File: src/rtl/ufm_pkg.sv
// Shared widths and reader FSM encoding for the UFM page reader and its byte FIFO.
package ufm_pkg;

    localparam int UFM_PAGE_W     = 11;
    localparam int UFM_PAGE_BYTES = 16;
    localparam int UFM_NPAGES_W   = 12;
    localparam int UFM_BYTES_W    = 16;

    typedef enum logic [1:0] {
        ST_IDLE  = 2'd0,
        ST_RUN   = 2'd1,
        ST_FLUSH = 2'd2,
        ST_DONE  = 2'd3
    } rd_state_e;

endpackage

File: src/rtl/ufm_page_reader_if.sv
// Request, consumer byte stream and streamer-side signals of the UFM page reader.
interface ufm_page_reader_if;

    logic                              req;
    logic [ufm_pkg::UFM_PAGE_W-1:0]    req_page;
    logic [ufm_pkg::UFM_NPAGES_W-1:0]  req_npages;
    logic                              busy;
    logic                              done;
    logic                              err;

    logic [7:0]                        out_data;
    logic                              out_valid;
    logic                              out_ready;
    logic                              out_last;

    logic                              ufm_start;
    logic [ufm_pkg::UFM_PAGE_W-1:0]    ufm_page_addr;
    logic [7:0]                        ufm_data_rd;
    logic                              ufm_rd_stb;
    logic                              ufm_ready;

    // The reader side
    modport slave (
        input  req, req_page, req_npages, out_ready, ufm_data_rd, ufm_rd_stb, ufm_ready,
        output busy, done, err, out_data, out_valid, out_last, ufm_start, ufm_page_addr
    );

    // The environment side: requester, consumer and streamer
    modport master (
        output req, req_page, req_npages, out_ready, ufm_data_rd, ufm_rd_stb, ufm_ready,
        input  busy, done, err, out_data, out_valid, out_last, ufm_start, ufm_page_addr
    );

endinterface

File: src/rtl/ufm_byte_fifo.sv
// Fall-through register FIFO; dout shows the head entry combinationally and reads as zero when empty.
module ufm_byte_fifo #(
    parameter int DEPTH = 32,
    parameter int WIDTH = 8
) (
    input  logic                     clk,
    input  logic                     rst_n,
    input  logic                     push,
    input  logic                     pop,
    input  logic [WIDTH-1:0]         din,
    output logic [WIDTH-1:0]         dout,
    output logic                     empty,
    output logic                     full,
    output logic [$clog2(DEPTH):0]   free
);

    localparam int             AW      = $clog2(DEPTH);
    localparam logic [AW:0]    DEPTH_C = DEPTH[AW:0];
    localparam logic [AW:0]    PTR_ONE = 1;

    logic [WIDTH-1:0] mem_q [DEPTH];
    logic [AW:0]      wr_ptr_q;
    logic [AW:0]      rd_ptr_q;
    logic [AW:0]      count;
    logic             push_en;
    logic             pop_en;

    // Pointers carry one extra wrap bit so full and empty are distinguishable.
    assign count   = wr_ptr_q - rd_ptr_q;
    assign empty   = (count == '0);
    assign full    = (count == DEPTH_C);
    assign free    = DEPTH_C - count;
    assign push_en = push && !full;
    assign pop_en  = pop && !empty;
    assign dout    = empty ? '0 : mem_q[rd_ptr_q[AW-1:0]];

    always_ff @(posedge clk) begin
        if (push_en) begin
            mem_q[wr_ptr_q[AW-1:0]] <= din;
        end
    end

    always_ff @(posedge clk or negedge rst_n) begin
        if (!rst_n) begin
            wr_ptr_q <= '0;
            rd_ptr_q <= '0;
        end else begin
            if (push_en) begin
                wr_ptr_q <= wr_ptr_q + PTR_ONE;
            end
            if (pop_en) begin
                rd_ptr_q <= rd_ptr_q + PTR_ONE;
            end
        end
    end

endmodule

File: src/rtl/ufm_page_reader.sv
// Multi-page UFM read sequencer: requests one page at a time from ufm_streamer when the
// byte FIFO can absorb a whole page, and hands the bytes on as a valid/ready stream.
module ufm_page_reader
    import ufm_pkg::*;
#(
    parameter int PAGE_BYTES = UFM_PAGE_BYTES,
    parameter int FIFO_DEPTH = 32
) (
    input  logic              clk,
    input  logic              rst_n,
    ufm_page_reader_if.slave  bus
);

    localparam int                 FAW       = $clog2(FIFO_DEPTH);
    localparam int                 RXW       = $clog2(PAGE_BYTES);
    localparam int                 PB_M1     = PAGE_BYTES - 1;
    localparam logic [FAW:0]       PAGE_FREE = PAGE_BYTES[FAW:0];
    localparam logic [RXW-1:0]     RX_LAST   = PB_M1[RXW-1:0];
    localparam logic [RXW-1:0]     RX_ONE    = 1;

    rd_state_e                 state_q;
    logic [UFM_PAGE_W-1:0]     page_q;
    logic [UFM_PAGE_W-1:0]     ufm_page_addr_q;
    logic [UFM_NPAGES_W-1:0]   pages_left_q;
    logic [UFM_BYTES_W-1:0]    bytes_left_q;
    logic [UFM_BYTES_W-1:0]    bytes_left_d;
    logic [RXW-1:0]            rx_cnt_q;
    logic                      inflight_q;
    logic                      busy_q;
    logic                      done_q;
    logic                      err_q;
    logic                      ufm_start_q;

    logic                      fifo_push;
    logic                      fifo_pop;
    logic                      fifo_empty;
    logic                      fifo_full;
    logic [FAW:0]              fifo_free;
    logic [7:0]                fifo_dout;
    logic                      page_end;
    logic                      issue;
    logic                      drained;

    // Strobes outside an in-flight page are never buffered.
    assign fifo_push    = bus.ufm_rd_stb && inflight_q;
    assign fifo_pop     = !fifo_empty && bus.out_ready;
    assign page_end     = fifo_push && (rx_cnt_q == RX_LAST);
    assign issue        = (state_q == ST_RUN) && bus.ufm_ready && !inflight_q &&
                          (pages_left_q != '0) && (fifo_free >= PAGE_FREE);
    assign bytes_left_d = (fifo_pop && (bytes_left_q != '0)) ? bytes_left_q - 16'd1 : bytes_left_q;
    assign drained      = (bytes_left_d == '0);

    ufm_byte_fifo #(
        .DEPTH (FIFO_DEPTH),
        .WIDTH (8)
    ) u_fifo (
        .clk   (clk),
        .rst_n (rst_n),
        .push  (fifo_push),
        .pop   (fifo_pop),
        .din   (bus.ufm_data_rd),
        .dout  (fifo_dout),
        .empty (fifo_empty),
        .full  (fifo_full),
        .free  (fifo_free)
    );

    always_ff @(posedge clk or negedge rst_n) begin
        if (!rst_n) begin
            state_q         <= ST_IDLE;
            page_q          <= '0;
            ufm_page_addr_q <= '0;
            pages_left_q    <= '0;
            bytes_left_q    <= '0;
            rx_cnt_q        <= '0;
            inflight_q      <= 1'b0;
            busy_q          <= 1'b0;
            done_q          <= 1'b0;
            err_q           <= 1'b0;
            ufm_start_q     <= 1'b0;
        end else begin
            ufm_start_q  <= 1'b0;
            done_q       <= 1'b0;
            bytes_left_q <= bytes_left_d;

            if (fifo_push) begin
                rx_cnt_q <= rx_cnt_q + RX_ONE;
                if (page_end) begin
                    inflight_q   <= 1'b0;
                    pages_left_q <= pages_left_q - 12'd1;
                    page_q       <= page_q + 11'd1;
                end
            end

            if (issue) begin
                ufm_start_q     <= 1'b1;
                ufm_page_addr_q <= page_q;
                inflight_q      <= 1'b1;
                rx_cnt_q        <= '0;
            end

            case (state_q)
                ST_IDLE, ST_DONE: begin
                    if (bus.req) begin
                        page_q       <= bus.req_page;
                        pages_left_q <= bus.req_npages;
                        bytes_left_q <= UFM_BYTES_W'(bus.req_npages) * UFM_BYTES_W'(PAGE_BYTES);
                        err_q        <= 1'b0;
                        busy_q       <= 1'b1;
                        // An empty request drains through FLUSH so done lands two cycles after req.
                        state_q      <= (bus.req_npages == '0) ? ST_FLUSH : ST_RUN;
                    end else begin
                        state_q <= ST_IDLE;
                    end
                end
                ST_RUN: begin
                    if ((pages_left_q == '0) && !inflight_q) begin
                        if (drained) begin
                            state_q <= ST_DONE;
                            done_q  <= 1'b1;
                            busy_q  <= 1'b0;
                        end else begin
                            state_q <= ST_FLUSH;
                        end
                    end
                end
                ST_FLUSH: begin
                    if (drained) begin
                        state_q <= ST_DONE;
                        done_q  <= 1'b1;
                        busy_q  <= 1'b0;
                    end
                end
                default: state_q <= ST_IDLE;
            endcase

            // A stray or overflowing strobe outranks the clear from a same-cycle request.
            if (bus.ufm_rd_stb && (!inflight_q || fifo_full)) begin
                err_q <= 1'b1;
            end
        end
    end

    assign bus.busy          = busy_q;
    assign bus.done          = done_q;
    assign bus.err           = err_q;
    assign bus.out_data      = fifo_dout;
    assign bus.out_valid     = !fifo_empty;
    assign bus.out_last      = !fifo_empty && (bytes_left_q == 16'd1);
    assign bus.ufm_start     = ufm_start_q;
    assign bus.ufm_page_addr = ufm_page_addr_q;

endmodule

File: src/flat_wrapper.sv
// flat-port wrapper written by rule: the top's interface ports become plain ports
module ufm_page_reader_flat import ufm_pkg::*;
#(
    parameter int PAGE_BYTES = UFM_PAGE_BYTES,
    parameter int FIFO_DEPTH = 32
)
  (clk, rst_n, bus_req, bus_req_page, bus_req_npages, bus_out_ready, bus_ufm_data_rd, bus_ufm_rd_stb, bus_ufm_ready, bus_busy, bus_done, bus_err, bus_out_data, bus_out_valid, bus_out_last, bus_ufm_start, bus_ufm_page_addr);
  ufm_page_reader_if bus_i ();
  input  logic clk;
  input  logic rst_n;
  input wire logic [$bits(bus_i.req)-1:0] bus_req;
  input wire logic [$bits(bus_i.req_page)-1:0] bus_req_page;
  input wire logic [$bits(bus_i.req_npages)-1:0] bus_req_npages;
  input wire logic [$bits(bus_i.out_ready)-1:0] bus_out_ready;
  input wire logic [$bits(bus_i.ufm_data_rd)-1:0] bus_ufm_data_rd;
  input wire logic [$bits(bus_i.ufm_rd_stb)-1:0] bus_ufm_rd_stb;
  input wire logic [$bits(bus_i.ufm_ready)-1:0] bus_ufm_ready;
  output wire logic [$bits(bus_i.busy)-1:0] bus_busy;
  output wire logic [$bits(bus_i.done)-1:0] bus_done;
  output wire logic [$bits(bus_i.err)-1:0] bus_err;
  output wire logic [$bits(bus_i.out_data)-1:0] bus_out_data;
  output wire logic [$bits(bus_i.out_valid)-1:0] bus_out_valid;
  output wire logic [$bits(bus_i.out_last)-1:0] bus_out_last;
  output wire logic [$bits(bus_i.ufm_start)-1:0] bus_ufm_start;
  output wire logic [$bits(bus_i.ufm_page_addr)-1:0] bus_ufm_page_addr;
  assign bus_i.req = bus_req;
  assign bus_i.req_page = bus_req_page;
  assign bus_i.req_npages = bus_req_npages;
  assign bus_i.out_ready = bus_out_ready;
  assign bus_i.ufm_data_rd = bus_ufm_data_rd;
  assign bus_i.ufm_rd_stb = bus_ufm_rd_stb;
  assign bus_i.ufm_ready = bus_ufm_ready;
  assign bus_busy = bus_i.busy;
  assign bus_done = bus_i.done;
  assign bus_err = bus_i.err;
  assign bus_out_data = bus_i.out_data;
  assign bus_out_valid = bus_i.out_valid;
  assign bus_out_last = bus_i.out_last;
  assign bus_ufm_start = bus_i.ufm_start;
  assign bus_ufm_page_addr = bus_i.ufm_page_addr;
  ufm_page_reader #(.PAGE_BYTES(PAGE_BYTES), .FIFO_DEPTH(FIFO_DEPTH)) u_core (.clk(clk), .rst_n(rst_n), .bus(bus_i));
endmodule
File: config.mk
export PLATFORM = sky130hd
export DESIGN_NAME = ufm_page_reader_flat
export DESIGN_NICKNAME = d
export VERILOG_FILES = /design/src/rtl/ufm_pkg.sv /design/src/rtl/ufm_page_reader_if.sv /design/src/rtl/ufm_byte_fifo.sv /design/src/rtl/ufm_page_reader.sv /design/src/flat_wrapper.sv
export SDC_FILE = /design/constraint.sdc
export NUM_CORES = 1
export LEC_CHECK = 0
export ABC_AREA = 1
export CAP_MARGIN = 20
export CORE_MARGIN = 5
export CORE_UTILIZATION = 60
export DETAILED_ROUTE_END_ITERATION = 7
export PLACE_DENSITY = 0.9
export SLEW_MARGIN = 20
export SYNTH_ARGS = -nofsm -noshare
export SYNTH_HDL_FRONTEND = slang
export SYNTH_SLANG_ARGS = --single-unit
File: constraint.sdc
create_clock -name clk -period 10 [get_ports clk]
set_clock_uncertainty 0.1 [all_clocks]
set_input_delay 1 -clock clk [delete_from_list [all_inputs] [get_ports clk]]
set_output_delay 1 -clock clk [all_outputs]
set_load 0.03 [all_outputs]
# Yosys cells after proc, flatten, opt, wreduce, memory -nomap -nowiden
# Memory sizes are Yosys's and may differ from the RTL's.
# Index checks and enable logic that the tools add are counted.
# Widths: inputs -> output; s select.
[totals]
register_bits = 73
mem_bits_rw = 256
inputBits = 37
out_inout_bits = 25
word_cells = 101
n_memories = 1
[memory_table]
columns = ["memory", "words", "word_bits", "read_ports", "rd_clocked_by_memory_dff", "write_ports", "line_no", "rtl"]
rows = [
  ["u_core.u_fifo.mem_q", 32, 8, 1, 0, 1, "ufm_byte_fifo.sv:21", "logic [WIDTH-1:0] mem_q [DEPTH];"],
]
[classes]
addsub = 8
magnitude_cmp = 1
n_eq_ne = 9
mux = 36
n_reduce_logical = 33
[op_table]
columns = ["op", "n"]
rows = [
  ["$mux 12", 4],
  ["$mux 16", 3],
  ["$mux 11", 4],
  ["$logic_not 12->1", 2],
  ["$eq 16x1->1 const B", 1],
  ["$logic_not 16->1", 1],
  ["$reduce_bool 16->1", 1],
  ["$sub 16x1->16 const B", 1],
  ["$mux 1", 15],
  ["$logic_and 1x1->1", 13],
  ["$add 6x1->6 const B", 2],
  ["$reduce_bool 12->1", 1],
  ["$sub 12x1->12 const B", 1],
  ["$add 11x1->11 const B", 1],
  ["$mux 2", 4],
  ["$mux 4", 2],
  ["$mux 8", 1],
  ["$reduce_and 2->1", 4],
  ["$reduce_bool 2->1", 4],
  ["$eq 6x6->1 const B", 1],
  ["$ge 6x5->1 const B", 1],
  ["$logic_not 6->1", 1],
  ["$pmux 2 s3", 1],
  ["$sub 6x6->6", 1],
  ["other kinds (13)", 17],
]

# Logic depth before layout (Yosys ltp)
[logic_depth]
word_depth = 10
depth_mapped = 25
mapped_depth_nobuf = 22

# Cells and area by module
# Synthesis repeated with hierarchy kept, for this count alone.
[hier_totals]
hier_cells = 1589
hier_area_um2 = 15512.4
[by_module_without_submodules]
columns = ["mod", "instances", "cells_each", "area_per_inst_um2", "seq_area_each_um2"]
rows = [
  ["ufm_byte_fifo", 1, 1100, 11898.9, 7987.7],
  ["ufm_page_reader", 1, 489, 3613.5, 1526.5],
]

# Worst setup path before layout
# Ideal clock, no wire load.
[synth_path]
path_kind = "flip-flop to output port"
start = "reg u_core.u_fifo.rd_ptr_q[1]"
end = "out bus_out_data[0]"
arrival_time_ns = 3.016
required_ns = 8.900
setup_slack_ns = 5.884
stages_incl_launch_ff = 17
n_path_buf = 5
cell_sequence = "dfrtp_1 > buf_2 > inv_2 > clkbuf_1 > clkbuf_1 > buf_2 > ha_1 > nand2_1 > nand2_1 > nand3_2 > nand2_1 > nand2_1 > nand2_2 > nand2_4 > buf_6 > clkinv_1 > a21oi_1"
[synth_between]
elab_chain_len = 3
word_cells_on_any_way = 4
cone_classes = "add/sub (1); mux (1); reduce/logical (1); memory (1)"
[synth_lines]
columns = ["element", "line_no", "rtl"]
rows = [
  ["start: declaration", "ufm_byte_fifo.sv:23", "logic [AW:0] rd_ptr_q;"],
  ["start signal: assignment", "ufm_byte_fifo.sv:52", "rd_ptr_q <= rd_ptr_q + PTR_ONE;"],
  ["$sub 6x6->6", "ufm_byte_fifo.sv:29", "assign count = wr_ptr_q - rd_ptr_q;"],
  ["$logic_not 6->1", "ufm_byte_fifo.sv:30", "assign empty = (count == '0);"],
  ["$mux 8 (*)", "ufm_byte_fifo.sv:35", "assign dout = empty ? '0 : mem_q[rd_ptr_q[AW-1:0]];"],
  ["end: declaration", "flat_wrapper.sv:21", "output wire logic [$bits(bus_i.out_data)-1:0] bus_out_data;"],
]
# Every way passes the cells marked *; elsewhere a longest branch is shown, timed or not.

# Final worst setup path
[layout_path]
start = "reg u_core.u_fifo.rd_ptr_q[0]"
end = "out bus_out_data[4]"
# Same word-level chain as after synthesis.

==> results_dict.tcl <==
set metrics [dict create \
    tns_ns 0 \
    crit_top_cell "a21oi_1" \
    p_sw_share_pct 39.3 \
    netlist_area_mm2 0.0146 \
    dieArea_mm2 0.0275 \
    p_comb_share_pct 37.1 \
    synth_nets 1396 \
    leakage_nw 6.36 \
    final_common_cell "nand2_1" \
    worst_pin_slew_ns 1.13 \
    postRouteAntennaNets 0 \
    vdd_ir_drop_max_v 0.000236 \
    cp_slowest_cell "o311ai_0" \
    cts_root_buf "clkbuf_16" \
    syn_to_final_growth_pct 14.1 \
    hold_buffers 0 \
    die_w_um 166 \
    route.met3.wl_um 3310 \
    crit_fanout 68 \
    via_count 10700 \
    muxShareOfSynthArea_pct 0.137 \
    row_count 57 \
    dieHeight_um 166 \
    routedLengthMet1_um 13500 \
    grt_use_total_pct 25.9 \
    postCtsSetupBuffers 0 \
    grt-ovfl-total 0 \
    hold_viol_final 0 \
    synth_xor_xnor_area_share_pct 1.86 \
    clockPowerShare_pct 26.9 \
    synth_compound_area_share_pct 11.5 \
    grt_max_degree 104 \
    first_global_vias 10800 \
    viasPerCell 6.20 \
    start_util_pct 60.6 \
    worstPathRequired_ns 8.90 \
    ys_types 44 \
    path_cells "clkinv_2, buf_4, a21oi_1, o311ai_0, o211ai_1, a21oi_1, clkdlybuf4s50_1" \
    min_path_cells 2 \
    wl_per_cell_um 20.9 \
    antenna_found_initial 0 \
    cts_tree "done" \
    cp-end-kind "output port" \
    drv_cap 0 \
    r2r_start "u_core.u_fifo.rd_ptr_q[4]" \
    reg2reg_to "u_core.u_fifo.mem_q[24][7]" \
    netlist_instances 1341 \
    startpoint "u_core.u_fifo.rd_ptr_q[0]" \
    power.net_switching_mw 2.07 \
    cp.arrival_ns 4.82 \
    seq_area_frac_synth_pct 65.2 \
    status "finished clean" \
    clk_pin_slew_ns 0.06 \
    p_int_mw 3.18 \
    hold_class "reg -> reg" \
    synth_fa_ha_area_share_pct 1.59 \
    timing.reg2reg.setup_slack_ns 5.78 \
    yosys_warnings 0 \
    h-tree-depth 2 \
    clock_latency_ns 0.52 \
    cts.sinks 329 \
    slew_violations 0 \
    cts_buffer_depth 3 \
    grt_pass1_wl_um 57400 \
    min_period_over_period_pct 59.2 \
    first_iter_violations 1415 \
    synth-seq-cells 329 \
    numCtsBuffers 35 \
    finalCriticalPeriod_ns 5.92 \
    wl_met2_um 17800 \
    hold_ws_ns 0.391 \
    worstSetupEndpoint "bus_out_data[4]" \
    max_freq_mhz 169 \
    final_nets 1437 \
    maxUsedRoutingLayer "met4" \
    final_layout_size_suffix_gt1_share_pct 7.59 \
    firstDrtPassIters 5 \
    synth_top_family_by_area "simple AND/OR/NAND/NOR gates" \
    critPathLaunchType "flip-flop" \
    diodes 0 \
    postRouteWirelength_um 36100 \
    yosys.area_share.simple_pct 15.4 \
    setup_viol 0 \
    avgSynthCellArea_um2 10.9 \
    fp.coreArea_mm2 0.0241 \
    rsz0062_at_grt "false" \
    routabilityCongestion 0.850 \
    slew_headroom_pct 24.6 \
    critical-path-max-stage-delay_ns 0.75 \
    p_seq_share_pct 36.0 \
    worstRegToRegCells 9 \
    power.density_mw_per_mm2 315 \
    final_cell_mix "nand2_1 (330), edfxtp_1 (256), a21oi_1 (145), nor2_1 (96), inv_1 (87)" \
    io_pins 62 \
    drc 0 \
    critical_path_class "reg -> out" \
    dp_hpwl_um 21900 \
    cts_resized 0 \
    io_buffer_count 61 \
]
==> registers in the layout, indices dropped and copies added, names as in the netlist, 2 cells and up <==
name and count:
u_core.u_fifo.mem_q 256, u_core.bytes_left_q 16, u_core.pages_left_q 12, u_core.bus.ufm_page_addr 11
u_core.page_q 11, u_core.u_fifo.rd_ptr_q 6, u_core.u_fifo.wr_ptr_q 6, u_core.rx_cnt_q 4
u_core.state_q 2
==> layer usage <==
metal,vias to the layer above,global-route usage [%]
met3,120,5.02
li1,4792,-
met1,5156,33.2
met2,675,43.6
met5,-,0
met4,0,11.0
==> cells in the mapped netlist, drive strengths merged <==
cell type	n	area (µm²)
clkinv	2	7.51
a21oi	147	743
a22o	1	8.76
a32oi	16	140
nor4	7	43.8
or2	1	6.26
buf	15	90.1
nor3	10	50.1
nand3	47	263
fa	1	20.0
o21bai	7	52.6
nand2	342	1330
a32o	16	160
o311ai	11	96.3
o41ai	1	8.76
a221o	5	50.1
nand3b	1	7.51
inv	92	345
ha	17	213
a21o	1	7.51
mux2i	2	20.0
o211ai	16	120
nand4	20	138
xor2	24	210
a31oi	2	12.5
nor2	102	408
xnor2	7	61.3
o21ai	31	155
a22oi	16	120
dfrtp	73	1830
clkbuf	52	195
edfxtp	256	7690
==> power by group through the flow <==
stage	sequential, mW	clock [mW]	combinational [mW]
CTS	1.88	1.42	1.93
global placement	1.89	0	1.83
floorplan	1.83	0	1.36
detailed placement	1.90	0	1.90
global route	1.91	1.49	2.13
finish	1.89	1.41	1.95
==> cell families (layout without fill, tap and decap cells) <==
group | Yosys count | count (layout)
mux | 2 | 2
xor+xnor | 31 | 31
compound gates | 270 | 270
fa+ha+maj | 18 | 18
buf+inv | 161 | 229
flops | 329 | 329
simple gates | 530 | 530
==> worst min-delay path by stage <==
stage | slack, ns | end | start
after floorplan | 0.36 | u_core.rx_cnt_q[2] | u_core.rx_cnt_q[2]
final | 0.39 | u_core.bus.busy | u_core.bus.busy
after global routing | 0.42 | u_core.u_fifo.wr_ptr_q[5] | u_core.u_fifo.wr_ptr_q[5]
after CTS | 0.39 | u_core.bus.busy | u_core.bus.busy
after detailed placement | 0.37 | u_core.bus.busy | u_core.bus.busy
after global placement | 0.36 | u_core.bus.busy | u_core.bus.busy
==> final cells by class <==
class                   instances  area, µm²
clock buffers                  37        905
clock inverters                27        365
fillers                      1637       7440
inverters                      94        354
multi-input cells             851       4440
flip-flops and latches        329       9520
well taps                     324        405
repair buffers                 71        668
==> through the flow <==
stage	setup WS (ns)	cells	power, mW	utilization (%)	area [µm²]
floorplan	5.88	1341	3.19	-	14600
CTS	4.22	1733	5.23	69.2	16700
finish	4.08	1733	5.25	69.1	16700
global placement	4.93	1669	3.72	63.9	15400
global route	3.94	1733	5.53	69.1	16700
detailed placement	4.79	1669	3.80	63.9	15400
==> critical path, delay by kind of cell, from the launching register on <==
family	cells	cell delay, ns
AOI/OAI and AO/OA	4	1.37
buffers and inverters	3	2.14
DFF	1	0.73
Power figures use the tool's default switching activity.
